--- config.mk ---
export PLATFORM = sky130hd
export DESIGN_NAME = uart_tx_queue
export DESIGN_NICKNAME = d
export VERILOG_FILES = /design/src/rtl/uart_tx_queue.sv
export SDC_FILE = /design/constraint.sdc
export NUM_CORES = 1
export LEC_CHECK = 0
export CORE_UTILIZATION = 57
export DETAILED_ROUTE_END_ITERATION = 8
export PLACE_DENSITY_LB_ADDON = 0.12
export SLEW_MARGIN = 5
export SYNTH_ARGS = -nofsm -noshare
export SYNTH_HDL_FRONTEND = slang
export SYNTH_SLANG_ARGS = --single-unit
--- constraint.sdc ---
create_clock -name clock -period 2.9 [get_ports clock]
set_input_delay 0.29 -clock clock [delete_from_list [all_inputs] [get_ports clock]]
set_output_delay 0.29 -clock clock [all_outputs]
set_load 0.005 [all_outputs]
--- src/rtl/uart_tx_queue.sv ---
// uart_tx_queue: byte FIFO feeding the UART transmit data-in bus.
// Holds the oldest byte on uart_bits until the UART's accept strobe and
// presents 8'h00 (UART idle code) whenever the queue is empty.
// Bytes whose two low bits are zero are discarded at the push side.
// Optional feature: define UART_TXQ_DROP_CNT_EN to add a saturating
// drop_count port that counts rejected pushes.
module uart_tx_queue #(
  parameter  int DEPTH = 8,
  localparam int AW    = $clog2(DEPTH)
) (
  input  logic          clock,
  input  logic          reset_n,
  input  logic          push_valid,
  input  logic [7:0]    push_bits,
  output logic          push_ready,
  output logic [7:0]    uart_bits,
  input  logic          uart_ready,
  output logic [AW:0]   level,
  output logic          empty,
  output logic          full
`ifdef UART_TXQ_DROP_CNT_EN
  ,
  output logic [7:0]    drop_count
`endif
);

  logic [7:0]    mem [DEPTH];
  logic [AW-1:0] wr_ptr;
  logic [AW-1:0] rd_ptr;
  logic [AW:0]   count;
  logic          bits_ok;
  logic          push_ok;
  logic          pop_ok;

  // Status and handshake qualifiers, all derived from registered count
  always_comb begin
    empty      = (count == '0);
    full       = (count == (AW+1)'(DEPTH));
    level      = count;
    push_ready = !full;
    bits_ok    = (push_bits[1:0] != 2'b00);
    push_ok    = push_valid && !full && bits_ok;
    pop_ok     = uart_ready && !empty;
  end

  // Storage array; contents are not reset
  always_ff @(posedge clock) begin
    if (push_ok) begin
      mem[wr_ptr] <= push_bits;
    end
  end

  // Pointer and occupancy bookkeeping
  always_ff @(posedge clock or negedge reset_n) begin
    if (!reset_n) begin
      wr_ptr <= '0;
      rd_ptr <= '0;
      count  <= '0;
    end else begin
      if (push_ok) begin
        wr_ptr <= wr_ptr + 1'b1;
      end
      if (pop_ok) begin
        rd_ptr <= rd_ptr + 1'b1;
      end
      case ({push_ok, pop_ok})
        2'b10:   count <= count + 1'b1;
        2'b01:   count <= count - 1'b1;
        default: count <= count;
      endcase
    end
  end

  // Head of queue toward the UART, idle code when empty
  always_comb begin
    uart_bits = empty ? 8'h00 : mem[rd_ptr];
  end

`ifdef UART_TXQ_DROP_CNT_EN
  logic reject;

  // A push is rejected when the queue is full or the byte is untransmittable
  always_comb begin
    reject = push_valid && (full || !bits_ok);
  end

  // Saturating count of rejected pushes, cleared only by reset
  always_ff @(posedge clock or negedge reset_n) begin
    if (!reset_n) begin
      drop_count <= '0;
    end else if (reject && (drop_count != '1)) begin
      drop_count <= drop_count + 1'b1;
    end
  end
`endif

endmodule

== After elaboration in Yosys (flattened, before gate mapping) ==
Memories as Yosys holds them, arrays and structs flattened.
Index checks and enable logic that the tools add are counted.
Word-level totals
  memory bits (read-only): 0
  bits in writable memories: 64
  output and inout port bits: 15
  bits of input ports: 12
  word-level logic and storage cells: 23
  bits in latches: 0
  memories: 1
  register bits: 10
Operators by class
  $lt $le $gt $ge: 0
  add/subtract/negate cells: 4
  eq/ne operators: 3
  multipliers: 0
  multiplexer cells: 4
  bitwise operators: 0
  shift operators: 0
  reduce and logical (&&, ||, !) cells: 8
  div/mod/pow operators: 0
Memory list
  mem: words 8, width 8, read ports 1, clocked after Yosys merged registers in 0, write ports 1, line 27  | logic [7:0] mem [DEPTH];
Operators by type and width (number)
  2-to-1 mux 8 bit: 1
  one-hot mux 4 bit (2 select lines): 1
  adder 3 x 1 -> 3 bit (second input constant): 2
  adder 4 x 1 -> 4 bit (second input constant): 1
  equality test 4 bit (second input constant): 1
  zero test 4 bit: 1
  nonzero test 2 bit: 2
  subtractor 4 x 1 -> 4 bit (second input constant): 1
  logical AND 1 bit: 3
  equality test 2 x 1 -> 1 bit (second input constant): 1
  equality test 2 bit (second input constant): 1
  zero test 1 bit: 2
  2-to-1 mux 1 bit: 2

== Logic depth before layout (Yosys ltp) ==
Gate-level depths: netlist of run 1.
  word-level depth: 6
  mapped depth: 13
  gate-level depth less buffers: 12

== Least setup slack after synthesis of run 1 ==
Ideal clock, no wire load.
  path kind: register to register
  start: register count[2] (netlist: level[2])
  end: register count[2] (netlist: level[2])
  setup time: 0.125 ns
  path slack: 0.572 ns
  path buffers: 1
  required time: 2.775 ns
  stages on the path, launching flop included: 11
  period minus slack after synthesis: 2.328 ns
  arrival time: 2.203 ns
  cells stage by stage: dfrtp_1 -> buf_6 -> nor4_4 -> nor2b_4 -> ha_1 -> xor2_1 -> ha_1 -> a21oi_1 -> xor2_1 -> nor2_1 -> xor2_1
On the way
  elaborated cells between the ends (all ways): 13
  those cells by class: 2 x add/sub; 3 x eq/ne; 1 x mux; 7 x reduce/logical
RTL lines
  from (decl): line 30  | logic [AW:0] count;
  from (signal assigned): line 67  | 2'b10: count <= count + 1'b1;
  from (signal assigned): line 68  | 2'b01: count <= count - 1'b1;
  from (signal assigned): line 69  | default: count <= count;
  zero test 4 bit *: line 37  | empty = (count == '0);
  via empty: line 19  | output logic empty,
  zero test 1 bit *: line 43  | pop_ok = uart_ready && !empty;
  logical AND 1 bit *: line 43
  via pop_ok: line 33  | logic pop_ok;
  equality test 2 x 1 -> 1 bit or equality test 2 bit (tied branches): line 66  | case ({push_ok, pop_ok})
  one-hot mux 4 bit (2 select lines) or nonzero test 2 bit (tied branches)
The timed path passes the listed nets; every way through them passes the cells marked *.
A chain may end at the register's enable or synchronous reset.

== Final worst setup path of run 1 ==
  start: register rd_ptr[1]
  end: output uart_bits[1]
On the way
  longest elaborated chain between the ends: 2
RTL lines
  from (decl): line 29  | logic [AW-1:0] rd_ptr;
  from (signal assigned): line 64  | rd_ptr <= rd_ptr + 1'b1;
  memory (8 x 8 bit)
  2-to-1 mux 8 bit: line 76  | uart_bits = empty ? 8'h00 : mem[rd_ptr];
  to (decl): line 16  | output logic [7:0] uart_bits,
Every way passes these cells.

==> out/metrics.cfg, run 1 <==
[drt]
drtIter0Drc=87
drt-total-wl_um=5402
viasPerCell=5.636
vias=1595
dr_wl_met2_um=2778
drtPass1Iterations=4
routed_wire_length_per_instance_um=19.09
wl_met3_um=189
drc_errors=0
drt-met1-wl_um=2346
detail-route-antenna-nets=0
top_layer=met4

[worst_setup_path]
critPathLaunch=rd_ptr[1]$_DFFE_PN0P_
cp_max_fo=18
critPathKind=reg2out
crit_path_end_kind=primary output
worst_r2r_startpoint=level[2]$_DFFE_PN0P_
start_kind=flip-flop
cp_data_arrival_time_ns=2.32
worstPathRequired_ns=2.61

[floorplanning]
core-area_sq_um=5140
die_h_um=75.14
initial_core_util=0.5932
dieArea_sq_um=5646
io-pin-count=27
die_x_um=75.14
rows=26

[min_path]
hp-class=in2async

[sta]
slew_viol_final=0
holdWs_ns=0.2815
setup_slack_ns=0.2937
finalHoldViolCount=0
finalCriticalPeriod_ns=2.606
fin_skew_ns=0.006227
fin_setup_tns_ns=0
relSlewSlack=0.4367
rsz0062_at_grt=false
finalSetupViolCount=0
worstMarginPinSlew_ns=0.8450
min_period_over_period=0.8987
timing.fmax_mhz=383.7

[place]
place_congestion=0.7347
dp_slack_ns=0.1998
hpwl_um=3622
io_buffers=26

[cts]
post_cts_resized=0
ctsHoldBuffers=0
clk-insertion-delay-late_ns=0.33
clock-sinks=74
tritoncts=yes
clk_path_buf_depth=2
cts_setup_buffers=0
cts-root-buf=clkbuf_8
cts_buffers=9
htreeDepth=3
clk_pin_slew_ns=0.07

[synth]
ys_seq_area_frac=0.7124
yosys_warnings=0
synthCells=163
ys_async_sr_fraction=0.1351
synth_nets=180
synth_cell_types=28
syn_area_sq_um=3049
synth_seq_cells=74
synth_ff_type=edfxtp_1
synth_edf_count=64
avgSynthCellArea_sq_um=18.71

[global_route]
grt_max_degree=19
grtUsageTotal=0.2217
grt_pass1_wl_um=8383
antenna_found_initial=0
overflow=0
grt_pass1_vias=1648

[pwr]
power_density_nw_per_um2=949.7
power_leakage_nw=1.299
vdd_ir_drop_max_v=0.0004958

[status]
status=finished, final reports clean

[layout]
diodes=0
area_growth_pct=19.74
drive_gt1_frac=0.2394
nets=225

[flow_run]
max_cap_violations=0

[flip-flops by register name (all words and copies together) (netlist names)]
signal	flops
level	4
mem	64
rd_ptr	3
wr_ptr	3
[per-stage QoR]
step | cells | util | total power, mW | area [sq um]
after detailed placement | 267 | 0.6743 | 2.772 | 3466
after global routing | 283 | 0.7103 | 3.676 | 3651
after CTS | 283 | 0.7103 | 3.509 | 3651
after floorplan | 163 | - | 2.268 | 3049
final | 283 | 0.7103 | 3.467 | 3651
after global placement | 267 | 0.6743 | 2.734 | 3466
[critical path: stages (launching register included)]
cell and delay, ns:
dfrtp_1 0.90, mux4_2 0.35, mux2i_1 0.07, nor2_1 0.14
clkdlybuf4s50_1 0.52
[cell families after synthesis]
group	count (synthesis)	share of synthesized area
xor gates and xnor gates	8	0.02298
DFF	74	0.7124
buffers and inverters	9	0.01682
muxes	27	0.1568
and+or+nand+nor	34	0.05786
adders and majority gates	5	0.02052
AOI/OAI and AO/OA	6	0.01272
[per-layer routing]
layer / GRT usage / up-vias
met1: 0.2913 / 823
met2: 0.3714 / 39
met5: 0 / -
li1: - / 723
met4: 0.09671 / 0
met3: 0.03748 / 10
[power breakdown]
| group | switching (mW) | internal, mW |
|---|---|---|
| clock network | 0.345 | 0.392 |
| registers | 0.215 | 1.34 |
| logic | 0.459 | 0.721 |
[placed cells by master, fill, tap and decap left out, types with 2 or more instances in the layout]
cell              n
a21oi_1           2
buf_4            15
clkbuf_8          9
clkdlybuf4s50_1  26
clkinv_2          3
dfrtp_1          10
edfxtp_1         64
ha_1              5
inv_1             2
mux2_2            2
mux2i_1           8
mux4_2           16
nand2_1           6
nand2b_1          3
nor2_1           17
nor3_1            3
o21ai_0           2
xnor2_1           3
xor2_1            5
[worst paths after layout]
path / endpoint / slack [ns] / depth (start not counted)
hold reg to reg: wr_ptr[2]$_DFFE_PN0P_ / 0.57 / 1
min in group clock: wr_ptr[2]$_DFFE_PN0P_ / 0.57 / 1
setup reg to reg: level[2]$_DFFE_PN0P_ / 0.48 / 12
max in group asynchronous: level[1]$_DFFE_PN0P_ / 2.29 / 1
hold / removal: rd_ptr[1]$_DFFE_PN0P_ / 0.28 / 1
setup / recovery: uart_bits[1] / 0.29 / 4
[Yosys cell counts (3+ instances only)]
| master | count | area, sq um |
|---|---|---|
| xnor2_1 | 3 | 26.28 |
| edfxtp_1 | 64 | 1922 |
| xor2_1 | 5 | 43.79 |
| nor3_1 | 3 | 15.01 |
| ha_1 | 5 | 62.56 |
| nand2b_1 | 3 | 18.77 |
| mux4_2 | 16 | 360.4 |
| dfrtp_1 | 10 | 250.2 |
| mux2i_1 | 8 | 80.08 |
| nor2_1 | 17 | 63.81 |
| nand2_1 | 6 | 22.52 |
[cell type report]
cell class / instances / area [sq um]
clock inverters: 6 / 57.56
multi-input cells: 80 / 825.8
fillers: 351 / 1489
clock buffers: 10 / 127.6
flip-flops and latches: 74 / 2172
repair buffers: 41 / 372.9
inverters: 2 / 7.507
well taps: 70 / 87.58
Note: power is estimated with default switching activity, not from simulation.
==> run 2: changes to the inputs <==
Settings changed: CAP_MARGIN from default to 20, CTS_BUF_LIST from default to sky130_fd_sc_hd__clkbuf_16.
==> out/metrics.cfg, run 2 (same netlist as run 1, synthesis figures left out) <==
[cts]
ctsHoldBuffers=0  ; unchanged
tritoncts=yes
clk_path_buf_depth=2  ; unchanged
cts-root-buf=clkbuf_16
clk-insertion-delay-late_ns=0.32  ; about the same
htreeDepth=3  ; unchanged
cts_setup_buffers=0  ; unchanged
cts_buffers=9  ; unchanged
clock-sinks=74  ; unchanged
clk_pin_slew_ns=0.05  ; -0.02 ns
post_cts_resized=0  ; unchanged

[floorplanning]
rows=26  ; unchanged
io-pin-count=27  ; unchanged
initial_core_util=0.5932  ; unchanged
die_x_um=75.14  ; unchanged
core-area_sq_um=5140  ; unchanged
die_h_um=75.14  ; unchanged
dieArea_sq_um=5646  ; unchanged

[worst_setup_path]
reg2reg_slack_ns=0.49  ; about the same
rr_worst_depth=12  ; unchanged
worstPathRequired_ns=2.61  ; about the same
critPathLaunch=rd_ptr[1]$_DFFE_PN0P_
crit_chain=mux4_2 -> mux2i_1 -> nor2_1 -> clkdlybuf4s50_1
cp_slowest_cell=dfrtp_1
cp_data_arrival_time_ns=2.30  ; -0.02 ns
max_stage_delay_ns=0.88  ; -0.02 ns
critPathBufInv=1  ; unchanged
cp_max_fo=18  ; unchanged
crit_path_end_kind=primary output
worst_r2r_startpoint=level[1]$_DFFE_PN0P_
start_kind=flip-flop
critPathKind=reg2out
crit_family=flip-flops
cp.depth=4  ; unchanged

[place]
place_congestion=0.7347  ; unchanged
hpwl_um=3622  ; unchanged
io_buffers=26  ; unchanged

[drt]
drc_errors=0  ; unchanged
drtPass1Iterations=4  ; unchanged
detail-route-antenna-nets=0  ; unchanged
routed_wire_length_per_instance_um=19.75  ; +3.5%
drt-total-wl_um=5590  ; +3.5%
vias=1605  ; +0.63%
viasPerCell=5.671  ; +0.63%
drtIter0Drc=69  ; -21%

[layout]
fin_util=0.7300  ; +0.01972
layout_common_cells=edfxtp_1, clkdlybuf4s50_1, nor2_1
drive_gt1_frac=0.2394  ; unchanged
regMostFlops=mem
largest_register_ffs=64  ; unchanged
diodes=0  ; unchanged
area_growth_pct=23.06
fillers=333  ; -5.1%
multi_input_area_sq_um=825.8  ; unchanged
regArea_sq_um=2172  ; unchanged
final_common_cell=edfxtp_1
nets=225  ; unchanged

[global_route]
busiest_layer=met2
use_met2=0.3744  ; +0.003003
antenna_found_initial=0  ; unchanged
grtUsageTotal=0.2276  ; +0.005891
overflow=0  ; unchanged
grt_pass1_vias=1633  ; -0.91%
grt_use_met3=0.03748  ; unchanged
grt_pass1_wl_um=8528  ; +1.7%
gr-usage-met1=0.3030  ; +0.01172
grt_max_degree=19  ; unchanged

[sta]
rsz0062_at_grt=false
finalSetupViolCount=0  ; unchanged
min_period_over_period=0.8918  ; -0.006900
relSlewSlack=0.4429  ; +0.006199
finalHoldViolCount=0  ; unchanged
timing.fmax_mhz=386.7  ; +0.77%
slew_viol_final=0  ; unchanged
finalCriticalPeriod_ns=2.586  ; -0.02001 ns
worstMarginPinSlew_ns=0.8357  ; -0.009298 ns
fin_skew_ns=0.003721  ; -0.002507 ns
fin_setup_tns_ns=0  ; unchanged

[pwr]
power_mw=3.780  ; +9.0%
power_density_nw_per_um2=1007  ; +6.1%
vdd_ir_drop_max_v=0.0005493  ; +11%
power_leakage_nw=1.349  ; +3.9%

[status]
status=finished, final reports clean

[min_path]
hp-class=in2async

[flow_run]
max_cap_violations=0  ; unchanged

-- run 2: changes by cell type in the layout (fill, tap and decap cells not counted), sizes merged --
cell	change
clkbuf	-1
inv	+1
-- run 2: worst register-to-register path: cells and delay by family, from the launching register on --
kind / cells / cell delay [ns]
compound gates: 1 / 0.14
xor+xnor: 3 / 0.46
fa+ha+maj: 2 / 0.46
buf+inv: 2 / 0.21
flops: 1 / 0.52
simple gates: 4 / 0.50
-- run 2: where the power goes --
group / total, mW / leakage, nW / switching, mW / internal [mW]
sequential: 1.56 / 0.697 / 0.217 / 1.34
combinational: 1.19 / 0.504 / 0.465 / 0.721
clock: 1.04 / 0.148 / 0.383 / 0.655
total: 3.78 / 1.35 / 1.07 / 2.71
-- run 2: through the flow --
step	hold slack [ns]	worst slack [ns]	cell area (sq um)	std cells
global route	0.3334	0.1691	3752	283
CTS	0.3014	0.2582	3752	283
finish	0.2963	0.3137	3752	283
floorplan	-0.005591	0.5720	3049	163
global placement	0.5525	0.2310	3466	267
detailed placement	0.5564	0.1998	3466	267
-- run 2: final cells by class --
type,count,share of cell area
clock buffers,9,0.06002
flip-flops and latches,74,0.5789
clock inverters,7,0.01634
repair buffers,41,0.09937
multi-input cells,80,0.2201
inverters,2,0.002001
well taps,70,0.02334
-- run 2: final timing paths --
check,endpoint
min in group clock,level[3]$_DFFE_PN0P_
max,uart_bits[6]
max reg2reg,level[2]$_DFFE_PN0P_
min reg2reg,level[3]$_DFFE_PN0P_
min,level[3]$_DFFE_PN0P_
max in group asynchronous,level[1]$_DFFE_PN0P_
-- run 2: layer usage --
metal / vias to the layer above / wire length (um)
li1: 728 / -
met1: 834 / 2411
met2: 34 / 2867
met3: 9 / 218
met4: 0 / 92
met5: - / 0
==> run 3: changes to the inputs <==
Settings changed: CAP_MARGIN 20 to 25.
==> results of run 3 <==
The final DEF is identical to that of run 2; final timing and power are the same.
==> patch 1 (settings of run 1) <==
Build with the macro `UART_TXQ_DROP_CNT_EN` defined.
--- a/src/rtl/uart_tx_queue.sv
+++ b/src/rtl/uart_tx_queue.sv
@@ -5,4 +5,6 @@
 // Optional feature: define UART_TXQ_DROP_CNT_EN to add a saturating
 // drop_count port that counts rejected pushes.
+`define UART_TXQ_DROP_CNT_EN
+
 module uart_tx_queue #(
   parameter  int DEPTH = 8,
Function (old outputs only; new: drop_count): kept (Yosys induction, for registers that start in step).
==> patch 1 against run 1 <==
Sequential cell count is 8 higher. Via count is 18% higher. Total power is 14% higher. Synthesized area is 12% higher. Setup slack worse by 82 ps. Register-to-register slack worse by 230 ps. Design area is 13% higher. Wire length is 20% higher. Fmax is 3.0% lower. Die area is 12% higher. Critical path type is now input pin to flop. Largest power group unchanged.
==> patch 1: results (changes against run 1) <==
fraction of the mapped netlist area in compound gates=1.21% (was 1.27%); maximum number of pins on one net before global-route repair=19 (unchanged); Min-Delay Path Class=input pin to asynchronous set/reset pin (unchanged); maximum single-stage delay on the critical path=630 ps (was 900 ps); Internal Power=2720 uW (was 2450 uW); cells resized by post-CTS repair=0 (unchanged); gr usage total=23.3% (was 22.2%); share of async-settable or async-resettable flops after synthesis=22.0% (was 13.5%); synth unique cells=31 (was 28); number of warnings printed during yosys synthesis=0 (unchanged); Tightest Pin Transition=832 ps (was 845 ps); global-route wire length before repair=10.2 mm (was 8.38 mm); share of cell area taken by muxes after synthesis=14.2% (was 15.7%); syn_nets=210 (was 180); Largest delay share family, worst path=buffers and inverters (was flip-flops); Top FF cell, synth=sky130_fd_sc_hd__edfxtp_1 (unchanged); dominant combinational cell family by area after synthesis=multiplexers (unchanged); worst voltage drop across the vdd grid=0.556 mV (was 0.496 mV); final-layout fill cell count=356 (was 351); Largest register FFs=64 (unchanged); clock slew at the register clock pins of the worst setup and hold paths=90 ps (was 70 ps); count of placed standard cells in the final layout, fillers left out=321 (was 283); top cells by area in the synthesized netlist=sky130_fd_sc_hd__edfxtp_1 56%, sky130_fd_sc_hd__dfrtp_1 13%, sky130_fd_sc_hd__mux4_2 11% (was sky130_fd_sc_hd__edfxtp_1 63%, sky130_fd_sc_hd__mux4_2 12%, sky130_fd_sc_hd__dfrtp_1 8.2%); status=completed (unchanged); DRT iter0 DRCs=104 (was 87); worst reg2reg path startpoint=level[0] (was level[2]); Placed Area=3910 sq um (was 3470 sq um); top cell types by occurrence after synthesis=64 x sky130_fd_sc_hd__edfxtp_1, 18 x sky130_fd_sc_hd__dfrtp_1, 16 x sky130_fd_sc_hd__mux4_2, 15 x sky130_fd_sc_hd__nor2_1, 11 x sky130_fd_sc_hd__xor2_1 (was 64 x sky130_fd_sc_hd__edfxtp_1, 17 x sky130_fd_sc_hd__nor2_1, 16 x sky130_fd_sc_hd__mux4_2, 10 x sky130_fd_sc_hd__dfrtp_1, 8 x sky130_fd_sc_hd__mux2i_1); setup bufs post-CTS=0 (unchanged); leakage power=0.00147 uW (was 0.00130 uW); Slowest-stage cell, CP=sky130_fd_sc_hd__clkdlybuf4s50_1 (was sky130_fd_sc_hd__dfrtp_1); sequential fraction of the synthesis area=69.5% (was 71.2%); Post-Synth XOR/XNOR Area=3.85% (was 2.30%); CP Max Fanout=9 (was 18); HPWL after detailed placement=4.24 mm (was 3.62 mm); adder and majority cell fraction of the synthesized area=2.20% (was 2.05%); Post-Place Cells=305 (was 267); layout net count=262 (was 225); count of buffers from port buffering=34 (was 26); CP arrival=2900 ps (was 2320 ps); Setup crit start=push_bits[1] (was rd_ptr[1]); weighted congestion at the end of routability-driven global placement=0.816 (was 0.735); via total after detailed routing=1,889 (was 1,595); number of cells produced by synthesis=192 (was 163); Setup Skew=11.4 ps (was 6.23 ps); wirelength, routed=6.46 mm (was 5.40 mm); share of cells above drive strength 1=20.5% (was 23.9%)
## patch 1: cell count changes after synthesis, moves of 3 or more
cell	change
sky130_fd_sc_hd__nor3_1	+3
sky130_fd_sc_hd__nor4_1	+5
sky130_fd_sc_hd__nand3_1	+4
sky130_fd_sc_hd__xor2_1	+6
sky130_fd_sc_hd__dfrtp_1	+8
## patch 1: final timing paths
check                                 to  slack, ps  cells after the start
max                             level[2]        210                     11
min                        drop_count[6]        420                      1
max reg2reg                     level[2]        250                     10
min reg2reg                drop_count[7]        510                      1
max in group asynchronous      rd_ptr[0]       1960                      1
min in group clock         drop_count[7]        510                      1
## patch 1: layout make-up
cell class | count | share of cell area [%]
inverter | 2 | 0.183
tap | 72 | 2.19
sequential | 82 | 57.8
timing repair buffer | 47 | 10.7
clock buffer | 9 | 3.02
clock inverter | 7 | 1.80
multi-input combinational | 102 | 24.4
## patch 1: per-layer routing
metal	part of all wire, %	vias up	track usage [%]
met4	1.1	0	9.45
met5	0	-	0
li1	-	861	-
met3	3.9	10	6.06
met2	53	53	38.4
met1	42	965	29.6
## patch 1: power groups by stage
stage	clock network, uW	registers, uW	logic (uW)
floorplan	0	1660	862
global placement	0	1770	1320
detailed placement	0	1800	1370
CTS	831	1780	1380
global route	881	1810	1480
finish	815	1780	1360
## patch 1: cells by family (layout without fill, tap and decap cells)
| logic type | count (synthesis) | count (layout) |
|---|---|---|
| compound gates | 6 | 6 |
| xor+xnor | 15 | 15 |
| mux | 28 | 28 |
| fa+ha+maj | 6 | 6 |
| simple gates | 47 | 47 |
| buf+inv | 8 | 65 |
| flops | 82 | 82 |
## patch 1: through the flow
| step | utilization [%] | setup WS (ps) | TNS [ps] |
|---|---|---|---|
| after global placement | 69.3 | 212 | 0 |
| after detailed placement | 69.3 | -92.3 | -92.3 |
| after global routing | 72.8 | 40.5 | 0 |
| after CTS | 72.8 | 219 | 0 |
| final | 72.8 | 212 | 0 |
| after floorplan | - | 354 | 0 |
==> patch 2 (config.mk and constraints of run 1) <==
Made on the original files. Register the output `level`, cleared by the reset; this adds one clock of latency there. The other outputs are not delayed to match.
--- a/src/rtl/uart_tx_queue.sv
+++ b/src/rtl/uart_tx_queue.sv
@@ -25,4 +25,6 @@
 );
 
+  logic [AW:0] level_d;
+
   logic [7:0]    mem [DEPTH];
   logic [AW-1:0] wr_ptr;
@@ -37,5 +39,5 @@
     empty      = (count == '0);
     full       = (count == (AW+1)'(DEPTH));
-    level      = count;
+    level_d    = count;
     push_ready = !full;
     bits_ok    = (push_bits[1:0] != 2'b00);
@@ -95,4 +97,12 @@
 `endif
 
+  always_ff @(posedge clock or negedge reset_n) begin
+    if (!reset_n) begin
+      level <= '0;
+    end else begin
+      level <= level_d;
+    end
+  end
+
 endmodule
 
Formal check against the unedited RTL: not equivalent (a bounded check fails within 4 cycles, from zero or initial values and one cycle with reset_n low).
==> patch 2 against run 1 <==
Wire length decreased by 3.9%. Fmax up 0.95%. Setup slack better by 25 ps. Total power is 2.6% higher. Final cell count fell by 0.35%. Global-route usage shrank 2.4 points. Design area is 1.9% higher. Sequential cell count up 4. Synthesized area rose by 3.3%.
==> patch 2: results (changes against run 1) <==
switch share=29.1% (was 29.4%); via count of the first global-routing pass=1,630 (was 1,648); worst reg2reg path startpoint=count[1] (was level[2]); count of buffers from port buffering=26 (unchanged); Setup Skew=7.34 ps (was 6.23 ps); CP Max Fanout=18 (unchanged); Metal-1 WL=2.29 mm (was 2.35 mm); CP arrival=2290 ps (was 2320 ps); DRT iter0 DRCs=122 (was 87); Avg Inst Size Synth=18.9 sq um (was 18.7 sq um); top cells by area in the synthesized netlist=sky130_fd_sc_hd__edfxtp_1 61%, sky130_fd_sc_hd__mux4_2 11%, sky130_fd_sc_hd__dfrtp_1 11% (was sky130_fd_sc_hd__edfxtp_1 63%, sky130_fd_sc_hd__mux4_2 12%, sky130_fd_sc_hd__dfrtp_1 8.2%); Crit Reg-Reg Endpoint=count[2] (was level[2]); adder and majority cell fraction of the synthesized area=1.99% (was 2.05%); gr usage total=19.8% (was 22.2%); Combinational Power Share=32.3% (was 34.0%); worst voltage drop across the vdd grid=0.577 mV (was 0.496 mV); final-layout fill cell count=352 (was 351); Via-to-Cell Ratio=5.60 (was 5.64); top cell types by occurrence after synthesis=64 x sky130_fd_sc_hd__edfxtp_1, 17 x sky130_fd_sc_hd__nor2_1, 16 x sky130_fd_sc_hd__mux4_2, 14 x sky130_fd_sc_hd__dfrtp_1, 8 x sky130_fd_sc_hd__mux2i_1 (was 64 x sky130_fd_sc_hd__edfxtp_1, 17 x sky130_fd_sc_hd__nor2_1, 16 x sky130_fd_sc_hd__mux4_2, 10 x sky130_fd_sc_hd__dfrtp_1, 8 x sky130_fd_sc_hd__mux2i_1); met2 Use GR=31.3% (was 37.1%); GR met3 Demand/Resource=5.51% (was 3.75%); share of cell area taken by muxes after synthesis=15.2% (was 15.7%); global-route wire length before repair=8.15 mm (was 8.38 mm); DR WL/cell=18.4 um (was 19.1 um); leakage power=0.00131 uW (was 0.00130 uW); met1 global-route usage=26.0% (was 29.1%); endpoint of the worst setup timing path=uart_bits[7] (was uart_bits[1]); wire length on met2=2.63 mm (was 2.78 mm); maximum number of pins on one net before global-route repair=19 (unchanged); syn_nets=184 (was 180); power drawn by the clock network=773 uW (was 736 uW); Post-Synth XOR/XNOR Area=2.22% (was 2.30%); Slew Limit Headroom=46.5% (was 43.7%); sequential fraction of the synthesis area=72.1% (was 71.2%); HPWL after detailed placement=3.35 mm (was 3.62 mm); layout net count=224 (was 225); share of async-settable or async-resettable flops after synthesis=17.9% (was 13.5%); worst setup slack for register-to-register paths=510 ps (was 480 ps); DR WL met3=185 um (was 189 um); Setup crit start=rd_ptr[1] (unchanged); status=completed (unchanged); weighted congestion at the end of routability-driven global placement=0.770 (was 0.735); share of cells above drive strength 1=22.2% (was 23.9%); setup bufs post-CTS=0 (unchanged); fraction of the mapped netlist area in compound gates=1.23% (was 1.27%); maximum single-stage delay on the critical path=870 ps (was 900 ps)
patch 2: worst min path at each step:
stage,slack (ps),endpoint,depth (start not counted),from
floorplan,-6,count[0],0,reset_n
global placement,490,level[3],0,count[3]
detailed placement,500,level[3],0,count[3]
CTS,350,level[1],1,reset_n
global route,390,level[1],1,reset_n
finish,320,count[3],1,reset_n
patch 2: stage by stage:
stage               area, sq um  worst slack (ps)  total power, uW  instances
floorplan                  3150               611             2360        167
global placement           3530               302             2790        266
detailed placement         3530               187             2830        266
CTS                        3720               311             3600        282
global route               3720               182             3760        282
finish                     3720               318             3560        282
patch 2: layout make-up:
| class | instances | share of cell area [%] |
|---|---|---|
| Multi-Input combinational cell | 80 | 22.2 |
| Timing Repair Buffer | 36 | 9.02 |
| Inverter | 2 | 0.202 |
| Clock inverter | 6 | 1.68 |
| Tap cell | 70 | 2.36 |
| Sequential cell | 78 | 61.1 |
| Clock buffer | 10 | 3.43 |
